**config.mk**
```make
export PLATFORM = sky130hd
export DESIGN_NAME = clock_set_ctrl
export DESIGN_NICKNAME = d
export VERILOG_FILES = /design/src/rtl/clock_pkg.sv /design/src/rtl/tick_gen.sv /design/src/rtl/clock_set_ctrl.sv
export SDC_FILE = /design/constraint.sdc
export NUM_CORES = 1
export LEC_CHECK = 0
export BUFFER_PORTS_ARGS = -buffer_cell sky130_fd_sc_hd__buf_2
export CAP_MARGIN = 20
export CORE_MARGIN = 1
export CORE_UTILIZATION = 38
export CTS_BUF_LIST = sky130_fd_sc_hd__clkbuf_4 sky130_fd_sc_hd__clkbuf_8
export CTS_CLUSTER_DIAMETER = 200
export CTS_CLUSTER_SIZE = 12
export DETAILED_ROUTE_END_ITERATION = 7
export MAX_ROUTING_LAYER = met4
export REMOVE_ABC_BUFFERS = 1
export SYNTH_ARGS = -nofsm -noshare
export SYNTH_HDL_FRONTEND = slang
export SYNTH_SLANG_ARGS = --single-unit
```
**constraint.sdc**
```tcl
create_clock -name clk -period 5.1 [get_ports clk]
set_clock_uncertainty 0.2 [all_clocks]
set_input_delay 1.02 -clock clk [delete_from_list [all_inputs] [get_ports clk]]
set_output_delay 1.02 -clock clk [all_outputs]
set_load 0.02 [all_outputs]
```
**src/rtl/clock_pkg.sv**
```systemverilog
// clock_pkg: shared definitions for the clock set/run controller.
//   - state_e      : controller state, also the edit_sel output code
//   - HOUR_W/MINSEC_W : field widths of the hour and minute/second counters
//   - HOUR_MAX/MINSEC_MAX : last legal value of each field before wrap
//   - field_inc()  : wrap-around increment used when a field is set by hand
package clock_pkg;

    typedef enum logic [1:0] {
        ST_RUN   = 2'd0,
        ST_SET_H = 2'd1,
        ST_SET_M = 2'd2,
        ST_SET_S = 2'd3
    } state_e;

    localparam int unsigned HOUR_W   = 5;
    localparam int unsigned MINSEC_W = 6;

    localparam logic [MINSEC_W-1:0] HOUR_MAX   = 6'd23;
    localparam logic [MINSEC_W-1:0] MINSEC_MAX = 6'd59;

    // Anything at or above the field maximum (including corrupt values
    // from the counter) restarts the field at 0.
    function automatic logic [MINSEC_W-1:0] field_inc(
        input logic [MINSEC_W-1:0] val,
        input logic [MINSEC_W-1:0] max_val
    );
        logic [MINSEC_W-1:0] res;
        if (val >= max_val) begin
            res = 6'd0;
        end else begin
            res = val + 6'd1;
        end
        return res;
    endfunction

endpackage

```
**src/rtl/tick_gen.sv**
```systemverilog
// tick_gen: free-running divider producing a one-cycle registered pulse.
//   clk   in  : system clock
//   rst   in  : synchronous active-high reset (counter 0, pulse 0)
//   clr   in  : synchronous hold-at-0; also suppresses the pulse
//   pulse out : high for exactly the cycle in which the counter is DIV-1
module tick_gen #(
    parameter int unsigned DIV = 10
) (
    input  logic clk,
    input  logic rst,
    input  logic clr,
    output logic pulse
);

    localparam int unsigned    CW   = (DIV > 1) ? $clog2(DIV) : 1;
    localparam logic [CW-1:0]  LAST = CW'(DIV - 1);

    logic [CW-1:0] cnt_q;
    logic [CW-1:0] cnt_d;
    logic          pulse_q;

    // Next count: hold at 0 while cleared, otherwise count 0..DIV-1 and wrap
    always_comb begin
        cnt_d = cnt_q;
        if (clr) begin
            cnt_d = {CW{1'b0}};
        end else if (cnt_q == LAST) begin
            cnt_d = {CW{1'b0}};
        end else begin
            cnt_d = cnt_q + CW'(1);
        end
    end

    // Counter and pulse registers; the pulse is computed from the next count
    // so it is aligned with the cycle in which the counter holds DIV-1
    always_ff @(posedge clk) begin
        if (rst) begin
            cnt_q   <= {CW{1'b0}};
            pulse_q <= 1'b0;
        end else begin
            cnt_q   <= cnt_d;
            pulse_q <= !clr && (cnt_d == LAST);
        end
    end

    assign pulse = pulse_q;

endmodule

```
**src/rtl/clock_set_ctrl.sv**
```systemverilog
// clock_set_ctrl: run/set sequencer for the hour/minute/second counter chain.
//   clk, rst           : system clock, synchronous active-high reset
//   btn_mode, btn_inc  : debounced button levels (mode/advance, increment)
//   hour_in/min_in/sec_in : current counter values
//   tick               : 1 Hz count enable for the seconds counter (RUN only)
//   load, loaden_h/m/s : one-cycle load value and per-field load strobes
//   edit_sel           : state code (0 RUN, 1 hour, 2 minute, 3 second)
//   blink              : blank phase for the field being edited
module clock_set_ctrl
    import clock_pkg::*;
#(
    parameter int unsigned CLK_HZ    = 50_000_000,
    parameter int unsigned BLINK_DIV = CLK_HZ / 2
) (
    input  logic                clk,
    input  logic                rst,
    input  logic                btn_mode,
    input  logic                btn_inc,
    input  logic [HOUR_W-1:0]   hour_in,
    input  logic [MINSEC_W-1:0] min_in,
    input  logic [MINSEC_W-1:0] sec_in,
    output logic                tick,
    output logic [MINSEC_W-1:0] load,
    output logic                loaden_h,
    output logic                loaden_m,
    output logic                loaden_s,
    output logic [1:0]          edit_sel,
    output logic                blink
);

    // Button sample and previous-sample registers; both reset to 1 so a
    // button held through reset is not seen as a fresh press.
    logic mode_s_q, mode_p_q;
    logic inc_s_q, inc_p_q;

    state_e              state_q, state_d;
    logic [MINSEC_W-1:0] load_q, load_d;
    logic                ldh_q, ldh_d;
    logic                ldm_q, ldm_d;
    logic                lds_q, lds_d;
    logic                blink_q;

    logic mode_press_s;
    logic inc_press_s;
    logic inc_accept_s;
    logic tick_clr_s;
    logic blink_clr_s;
    logic blink_pulse_s;
    logic tick_s;

    assign mode_press_s = mode_s_q && !mode_p_q;
    assign inc_press_s  = inc_s_q && !inc_p_q;

    // Next state and load strobes; a mode press takes priority and discards
    // a simultaneous increment press
    always_comb begin
        state_d      = state_q;
        load_d       = 6'd0;
        ldh_d        = 1'b0;
        ldm_d        = 1'b0;
        lds_d        = 1'b0;
        inc_accept_s = 1'b0;
        if (mode_press_s) begin
            case (state_q)
                ST_RUN:   state_d = ST_SET_H;
                ST_SET_H: state_d = ST_SET_M;
                ST_SET_M: state_d = ST_SET_S;
                ST_SET_S: state_d = ST_RUN;
                default:  state_d = ST_RUN;
            endcase
        end else if (inc_press_s) begin
            case (state_q)
                ST_SET_H: begin
                    inc_accept_s = 1'b1;
                    load_d       = field_inc({1'b0, hour_in}, HOUR_MAX);
                    ldh_d        = 1'b1;
                end
                ST_SET_M: begin
                    inc_accept_s = 1'b1;
                    load_d       = field_inc(min_in, MINSEC_MAX);
                    ldm_d        = 1'b1;
                end
                ST_SET_S: begin
                    inc_accept_s = 1'b1;
                    load_d       = field_inc(sec_in, MINSEC_MAX);
                    lds_d        = 1'b1;
                end
                default: begin
                    inc_accept_s = 1'b0;
                end
            endcase
        end else begin
            state_d = state_q;
        end
    end

    // The prescaler is held while in, entering or leaving a SET state, so no
    // tick can slip out on the entry edge and RUN always restarts from 0.
    assign tick_clr_s  = (state_q != ST_RUN) || (state_d != ST_RUN);
    // Blink restarts from its visible phase on every state change and on
    // every accepted increment so the new value shows immediately.
    assign blink_clr_s = (state_d == ST_RUN) || (state_d != state_q) || inc_accept_s;

    tick_gen #(.DIV(CLK_HZ)) u_sec_tick (
        .clk   (clk),
        .rst   (rst),
        .clr   (tick_clr_s),
        .pulse (tick_s)
    );

    tick_gen #(.DIV(BLINK_DIV)) u_blink_tick (
        .clk   (clk),
        .rst   (rst),
        .clr   (blink_clr_s),
        .pulse (blink_pulse_s)
    );

    // Controller registers: button history, state, load strobes and blink
    always_ff @(posedge clk) begin
        if (rst) begin
            mode_s_q <= 1'b1;
            mode_p_q <= 1'b1;
            inc_s_q  <= 1'b1;
            inc_p_q  <= 1'b1;
            state_q  <= ST_RUN;
            load_q   <= 6'd0;
            ldh_q    <= 1'b0;
            ldm_q    <= 1'b0;
            lds_q    <= 1'b0;
            blink_q  <= 1'b0;
        end else begin
            mode_s_q <= btn_mode;
            mode_p_q <= mode_s_q;
            inc_s_q  <= btn_inc;
            inc_p_q  <= inc_s_q;
            state_q  <= state_d;
            load_q   <= load_d;
            ldh_q    <= ldh_d;
            ldm_q    <= ldm_d;
            lds_q    <= lds_d;
            if (blink_clr_s) begin
                blink_q <= 1'b0;
            end else if (blink_pulse_s) begin
                blink_q <= ~blink_q;
            end else begin
                blink_q <= blink_q;
            end
        end
    end

    assign tick     = tick_s;
    assign load     = load_q;
    assign loaden_h = ldh_q;
    assign loaden_m = ldm_q;
    assign loaden_s = lds_q;
    assign edit_sel = state_q;
    assign blink    = blink_q;

endmodule

```
==> metrics.yaml, run 1 <==
status: "complete, no violations"
netlist_top_cells_area: "dfxtp_1, nor2_1, xnor2_1"
grt_pass1_vias: 2962
critPathRequiredTime_ps: 5090
vias_per_cell: 5.14
cts.repair.resized: 0
dp_hpwl_um: 5790
hold_viol: 0
synth_area_sq_um: 3660
drcViolationCount: 0
grt.total_usage: 0.171
slew_headroom: 0.447
start_kind: "flip-flop"
synth.distinct_cells: 53
ant_nets: 0
ioPinCount: 34
setup_slack_ps: 2340
fin_crit_ps: 2760
synth_top_area_share: 0.378
clkSinkCount: 69
io_buffers: 33
hold_slack_ps: 266
grt_first_pass_wirelength_um: 13400
gp_congestion: 0.867
die_h_um: 100
max_freq_ghz: 0.362
r2r_setup_slack_ps: 2340
wirelength_um: 7770
async_reset_ff_frac: 0
cpMaxStageDelayCell: "or2_1"
antenna_found_initial: 0
max_slew.worst_pin.slew_ps: 829
place_inst: 582
synthToLayoutAreaGrowth_pct: 12.7
grt_max_degree: 26
slew_viol_final: 0
crit_fanout: 25
synthFlopType: "dfxtp_1"
vias: 3075
slowest_delay_ps: 700
final_util: 0.444
setup_viol: 0
fin_nets: 495
min_path_type: "flip-flop to flip-flop"
clk_pin_slew_ps: 70
drv_cap: 0
synth_most_common_cell: "nor2_1"
endpoint_kind: "flip-flop"
post-route-period-util: 0.542
synth-edff-count: 0
die-width_um: 100
clk_latency_ps: 340
n_antenna_cell: 0
cts_buffers: 9
core_sq_um: 9280
ys_top_cells_by_count: "nor2_1, dfxtp_1, nand3_1"
path_cells: "ha_1 > nand3_1 > or4b_1 > nor4_2 > or2_1 > nor2_1"
cts_root_buf: "clkbuf_8"
setup.worst_path.class: "flip-flop to flip-flop"
ys_seq_elements: 69
wl_per_cell_um: 13.0
yosysTopAreaCell: "dfxtp_1"
synth_area_per_cell_sq_um: 8.41
drive_gt1_frac: 0.132
pwr_density_cell_nw_per_um2: 261
drtIter0Drc: 118
start_util: 0.394
drtPass1Iterations: 6
yosys_warnings: 0
stdcell_count: 598
grt_overflow_total: 0
clockBufferDepth: 2
hold_buffers: 0
place_ws_ps: 2280
arrival_ps: 2750
fin_setup_tns_ps: 0
rsz0062_at_grt: "no"
cts_setup_buffers: 0
synthCells: 435
cts_tree: "done"
dieArea_sq_um: 10000
ir_drop_v: 0.000172
rows: 35
cts.htree.levels: 3
synth-seq-area-share: 0.378
p_leak_nw: 1.41
==> cell type report <==
| type | instances | area, sq um |
|---|---|---|
| Tap cell | 129 | 161 |
| Multi-Input combinational cell | 340 | 2160 |
| Clock inverter | 3 | 42.5 |
| Timing Repair Buffer | 33 | 165 |
| Inverter | 11 | 41.3 |
| Clock buffer | 13 | 173 |
| Fill cell | 972 | 5160 |
| Sequential cell | 69 | 1380 |
==> final timing paths <==
| kind | from | end | cells after the start |
|---|---|---|---|
| setup / recovery | u_blink_tick.cnt_q[0]$_SDFF_PP0_ | u_blink_tick.cnt_q[9]$_SDFF_PP0_ | 6 |
| hold / removal | inc_s_q$_SDFF_PP1_ | inc_p_q$_SDFF_PP1_ | 1 |
| setup reg to reg | u_blink_tick.cnt_q[0]$_SDFF_PP0_ | u_blink_tick.cnt_q[9]$_SDFF_PP0_ | 6 |
| hold reg to reg | inc_s_q$_SDFF_PP1_ | inc_p_q$_SDFF_PP1_ | 1 |
==> layout by cell type (no fill, tap or decap), drive strengths merged, types with 4 or more instances in the layout <==
cell / count
ha: 10
and3: 7
o22ai: 5
dfxtp: 69
nor2: 78
nor2b: 7
xnor2: 30
o21ai: 7
nand4b: 8
nand2: 30
inv: 11
clkbuf: 13
nand3: 35
a21oi: 6
nor3: 9
nor4: 13
buf: 33
or2: 7
nand4: 13
and2: 4
nand2b: 4
xor2: 27
==> report_power, final <==
part,total (W),switching [W],internal (W)
logic,0.0000543,0.0000321,0.0000222
clock network,0.000474,0.000203,0.000271
registers,0.000548,0.00000488,0.000543
==> through the flow <==
step / instance area (sq um) / power, W
after floorplan: 3580 / 0.000592
after global placement: 3910 / 0.000614
after detailed placement: 3910 / 0.000615
after CTS: 4120 / 0.00109
after global routing: 4120 / 0.00112
final: 4120 / 0.00108
==> cells by family after synthesis <==
kind of cell / share of synthesized area
AND/OR/NAND/NOR: 0.332
flip-flops: 0.378
XOR/XNOR: 0.137
AO/OA/AOI/OAI: 0.0807
buffers and inverters: 0.0328
adder cells (fa/ha/maj): 0.0342
multiplexers: 0.00582
==> critical path, delay by kind of cell, from the launching register on <==
family	cells	cell delay [ps]
simple gates	5	1800
flops	1	380
fa+ha+maj	1	240
==> metal layers <==
metal  global-route usage  routed length [um]  vias up
li1                     -                   -     1589
met1                0.216                3860     1430
met2                0.274                3580       48
met3               0.0397                 229        8
met4               0.0513                  93        0
met5                    -                   0        -
==> flip-flops by register name (all words and copies together), names as in the netlist <==
name	flops
blink	1
edit_sel	2
inc_p_q	1
inc_s_q	1
load	6
loaden_h	1
loaden_m	1
loaden_s	1
mode_p_q	1
mode_s_q	1
u_blink_tick.cnt_q	25
u_blink_tick.pulse	1
u_sec_tick.cnt_q	26
u_sec_tick.pulse	1
Power figures use the tool's default switching activity.
==> run 2: changes to the inputs <==
Clock period 5.1 ns to 2.62 ns, I/O delays scaled along.
==> metrics.yaml, run 2 (same netlist as run 1, synthesis figures left out) <==
drtIter0Drc: 94  # was 118
ioPinCount: 34  # unchanged
met1_usage: 0.211  # was 0.216
seqPwrFrac: 0.538  # was 0.509
post-route-period-util: 0.952  # was 0.542
grt.total_usage: 0.173  # was 0.171
clk_pin_slew_ps: 80  # was 70 ps
max_freq_ghz: 0.401  # was 0.362 GHz
cp.buffers_inverters: 1  # was 0
clkSinkCount: 69  # unchanged
hold_start: "btn_inc"  # was inc_s_q$_SDFF_PP1_
seqCellArea_sq_um: 1380  # about the same
top_register: "u_sec_tick.cnt_q"  # unchanged
internal-power_w: 0.00146  # was 0.000836 W
slew_headroom: 0.604  # was 0.447
largest_reg_flops: 26  # unchanged
power_switching_w: 0.000515  # was 0.000240 W
holdPathStages: 2  # was 1
cpMaxStageDelayCell: "or4b_1"  # was or2_1
cts_setup_buffers: 0  # unchanged
multi_input_area_sq_um: 2180  # was 2160 sq um
grt_max_degree: 26  # unchanged
arrival_ps: 2520  # was 2750 ps
hold_viol: 0  # unchanged
die_h_um: 100  # unchanged
clockPowerShare: 0.403  # was 0.440
r2r_setup_slack_ps: 130  # was 2340 ps
reg2reg_from: "u_blink_tick.cnt_q[0]$_SDFF_PP0_"  # unchanged
vias_per_cell: 5.14  # about the same
grt_first_pass_wirelength_um: 13600  # was 13400 um
setup_viol: 0  # unchanged
drcViolationCount: 0  # unchanged
ir_drop_v: 0.000248  # was 0.000172 V
layout_commonest_cell: "nor2_1"  # unchanged
pwr_density_cell_nw_per_um2: 469  # was 261 nW/um^2
clockBufferDepth: 2  # unchanged
drive_gt1_frac: 0.158  # was 0.132
use_met2: 0.289  # was 0.274
core_sq_um: 9280  # unchanged
gp_congestion: 0.863  # was 0.867
clk_latency_ps: 340  # about the same
slowest_delay_ps: 580  # was 700 ps
dp_hpwl_um: 6020  # was 5790 um
min_path_type: "input port to flip-flop"  # was flip-flop to flip-flop
crit_fanout: 25  # unchanged
io_buffers: 33  # unchanged
start_util: 0.394  # unchanged
met3_usage: 0.0474  # was 0.0397
rr_worst_depth: 7  # was 6
crit_family: "simple AND/OR/NAND/NOR gates"  # unchanged
num-fill-cells: 963  # was 972
slew_viol_final: 0  # unchanged
fin_crit_ps: 2490  # was 2760 ps
grt_pass1_vias: 3005  # was 2962
synthToLayoutAreaGrowth_pct: 15.3  # was 12.7%
antenna_found_initial: 0  # unchanged
n_antenna_cell: 0  # unchanged
busiest_layer: "met2"  # unchanged
drv_cap: 0  # unchanged
grt_overflow_total: 0  # unchanged
cts_tree: "done"  # unchanged
fin_setup_tns_ps: 0  # unchanged
rows: 35  # unchanged
cts_root_buf: "clkbuf_8"  # unchanged
wirelength_um: 8040  # was 7770 um
fin_nets: 508  # was 495
p_leak_nw: 1.48  # was 1.41 nW
mostFrequentLayoutCells: "nor2_1, dfxtp_1, nand3_1"  # unchanged
die-width_um: 100  # unchanged
dieArea_sq_um: 10000  # unchanged
critPathRequiredTime_ps: 2640  # was 5090 ps
path_cells: "ha_1 > nand3_1 > or4b_1 > nor4_4 > or2_1 > buf_12 > nor2_1"  # was ha_1 > nand3_1 > or4b_1 > nor4_2 > or2_1 > nor2_1
cts.htree.levels: 3  # unchanged
ant_nets: 0  # unchanged
power_frac_comb: 0.059  # was 0.050
start_kind: "flip-flop"  # unchanged
wl_per_cell_um: 13.2  # was 13.0 um
max_slew.worst_pin.slew_ps: 589  # was 829 ps
vias: 3143  # was 3075
final_util: 0.454  # was 0.444
swShare: 0.260  # was 0.223
endpoint_kind: "flip-flop"  # unchanged
min_to: "inc_s_q$_SDFF_PP1_"  # was inc_p_q$_SDFF_PP1_
cts_buffers: 9  # unchanged
drtPass1Iterations: 5  # was 6
setup.worst_path.class: "flip-flop to flip-flop"  # unchanged
status: "complete, no violations"  # unchanged
reg2reg_to: "u_blink_tick.cnt_q[13]$_SDFF_PP0_"  # was u_blink_tick.cnt_q[9]$_SDFF_PP0_
==> run 2: worst max path at each step <==
stage | startpoint | end | slack [ps] | cells past startpoint
after CTS | edit_sel[1]$_SDFF_PP0_ | u_blink_tick.pulse$_SDFF_PP0_ | 30 | 8
after floorplan | edit_sel[0]$_SDFF_PP0_ | u_blink_tick.pulse$_SDFF_PP0_ | 80 | 8
after detailed placement | edit_sel[1]$_SDFF_PP0_ | u_blink_tick.pulse$_SDFF_PP0_ | 50 | 8
final | u_blink_tick.cnt_q[0]$_SDFF_PP0_ | u_blink_tick.cnt_q[13]$_SDFF_PP0_ | 130 | 7
after global placement | edit_sel[1]$_SDFF_PP0_ | u_blink_tick.pulse$_SDFF_PP0_ | 210 | 8
after global routing | edit_sel[1]$_SDFF_PP0_ | u_blink_tick.pulse$_SDFF_PP0_ | -2 | 8
==> run 2: final cells by class <==
type                       instances  share of cell area
multi-input combinational        340               0.516
sequential                        69               0.328
timing repair buffer              46              0.0653
tap                              129              0.0383
clock buffer                       9              0.0294
clock inverter                     7              0.0131
inverter                          11             0.00979
==> run 2: power by group through the flow <==
stage,clock network (W),logic (W),registers (W)
2_1_floorplan,0,0.0000623,0.00109
5_1_grt,0.000872,0.000130,0.00107
3_3_place_gp,0,0.000114,0.00109
3_5_place_dp,0,0.000116,0.00109
4_1_cts,0.000827,0.000117,0.00106
6_report,0.000797,0.000116,0.00106
==> run 2: routing by layer <==
layer  wire (um)  up-vias
met5           0        -
met1        3860     1478
li1            -     1614
met4          29        0
met3         258        2
met2        3890       49
==> run 2: worst register-to-register path: stages (launching register included) <==
cell and delay [ps]:
dfxtp_1 390, ha_1 240, nand3_1 140, or4b_1 580, nor4_4 370, or2_1 210
buf_12 180, nor2_1 70
==> run 2: what timing repair did <==
| item | CTS | global route |
|---|---|---|
| hold buffers | 0 | 0 |
| endpoints found under the setup margin | 0 | 1 |
| gates resized for setup | 0 | 3 |
==> run 2: stage by stage <==
| step | hold slack, ps | cell area [sq um] | total power, W | instances | setup WS (ps) |
|---|---|---|---|---|---|
| 2_1_floorplan | 223 | 3580 | 0.00115 | 420 | 80.7 |
| 3_3_place_gp | 242 | 4020 | 0.00120 | 595 | 205 |
| 3_5_place_dp | 256 | 4020 | 0.00121 | 595 | 52.9 |
| 4_1_cts | 150 | 4190 | 0.00201 | 611 | 33.8 |
| 5_1_grt | 147 | 4220 | 0.00207 | 611 | -2.26 |
| 6_report | 164 | 4220 | 0.00198 | 611 | 125 |
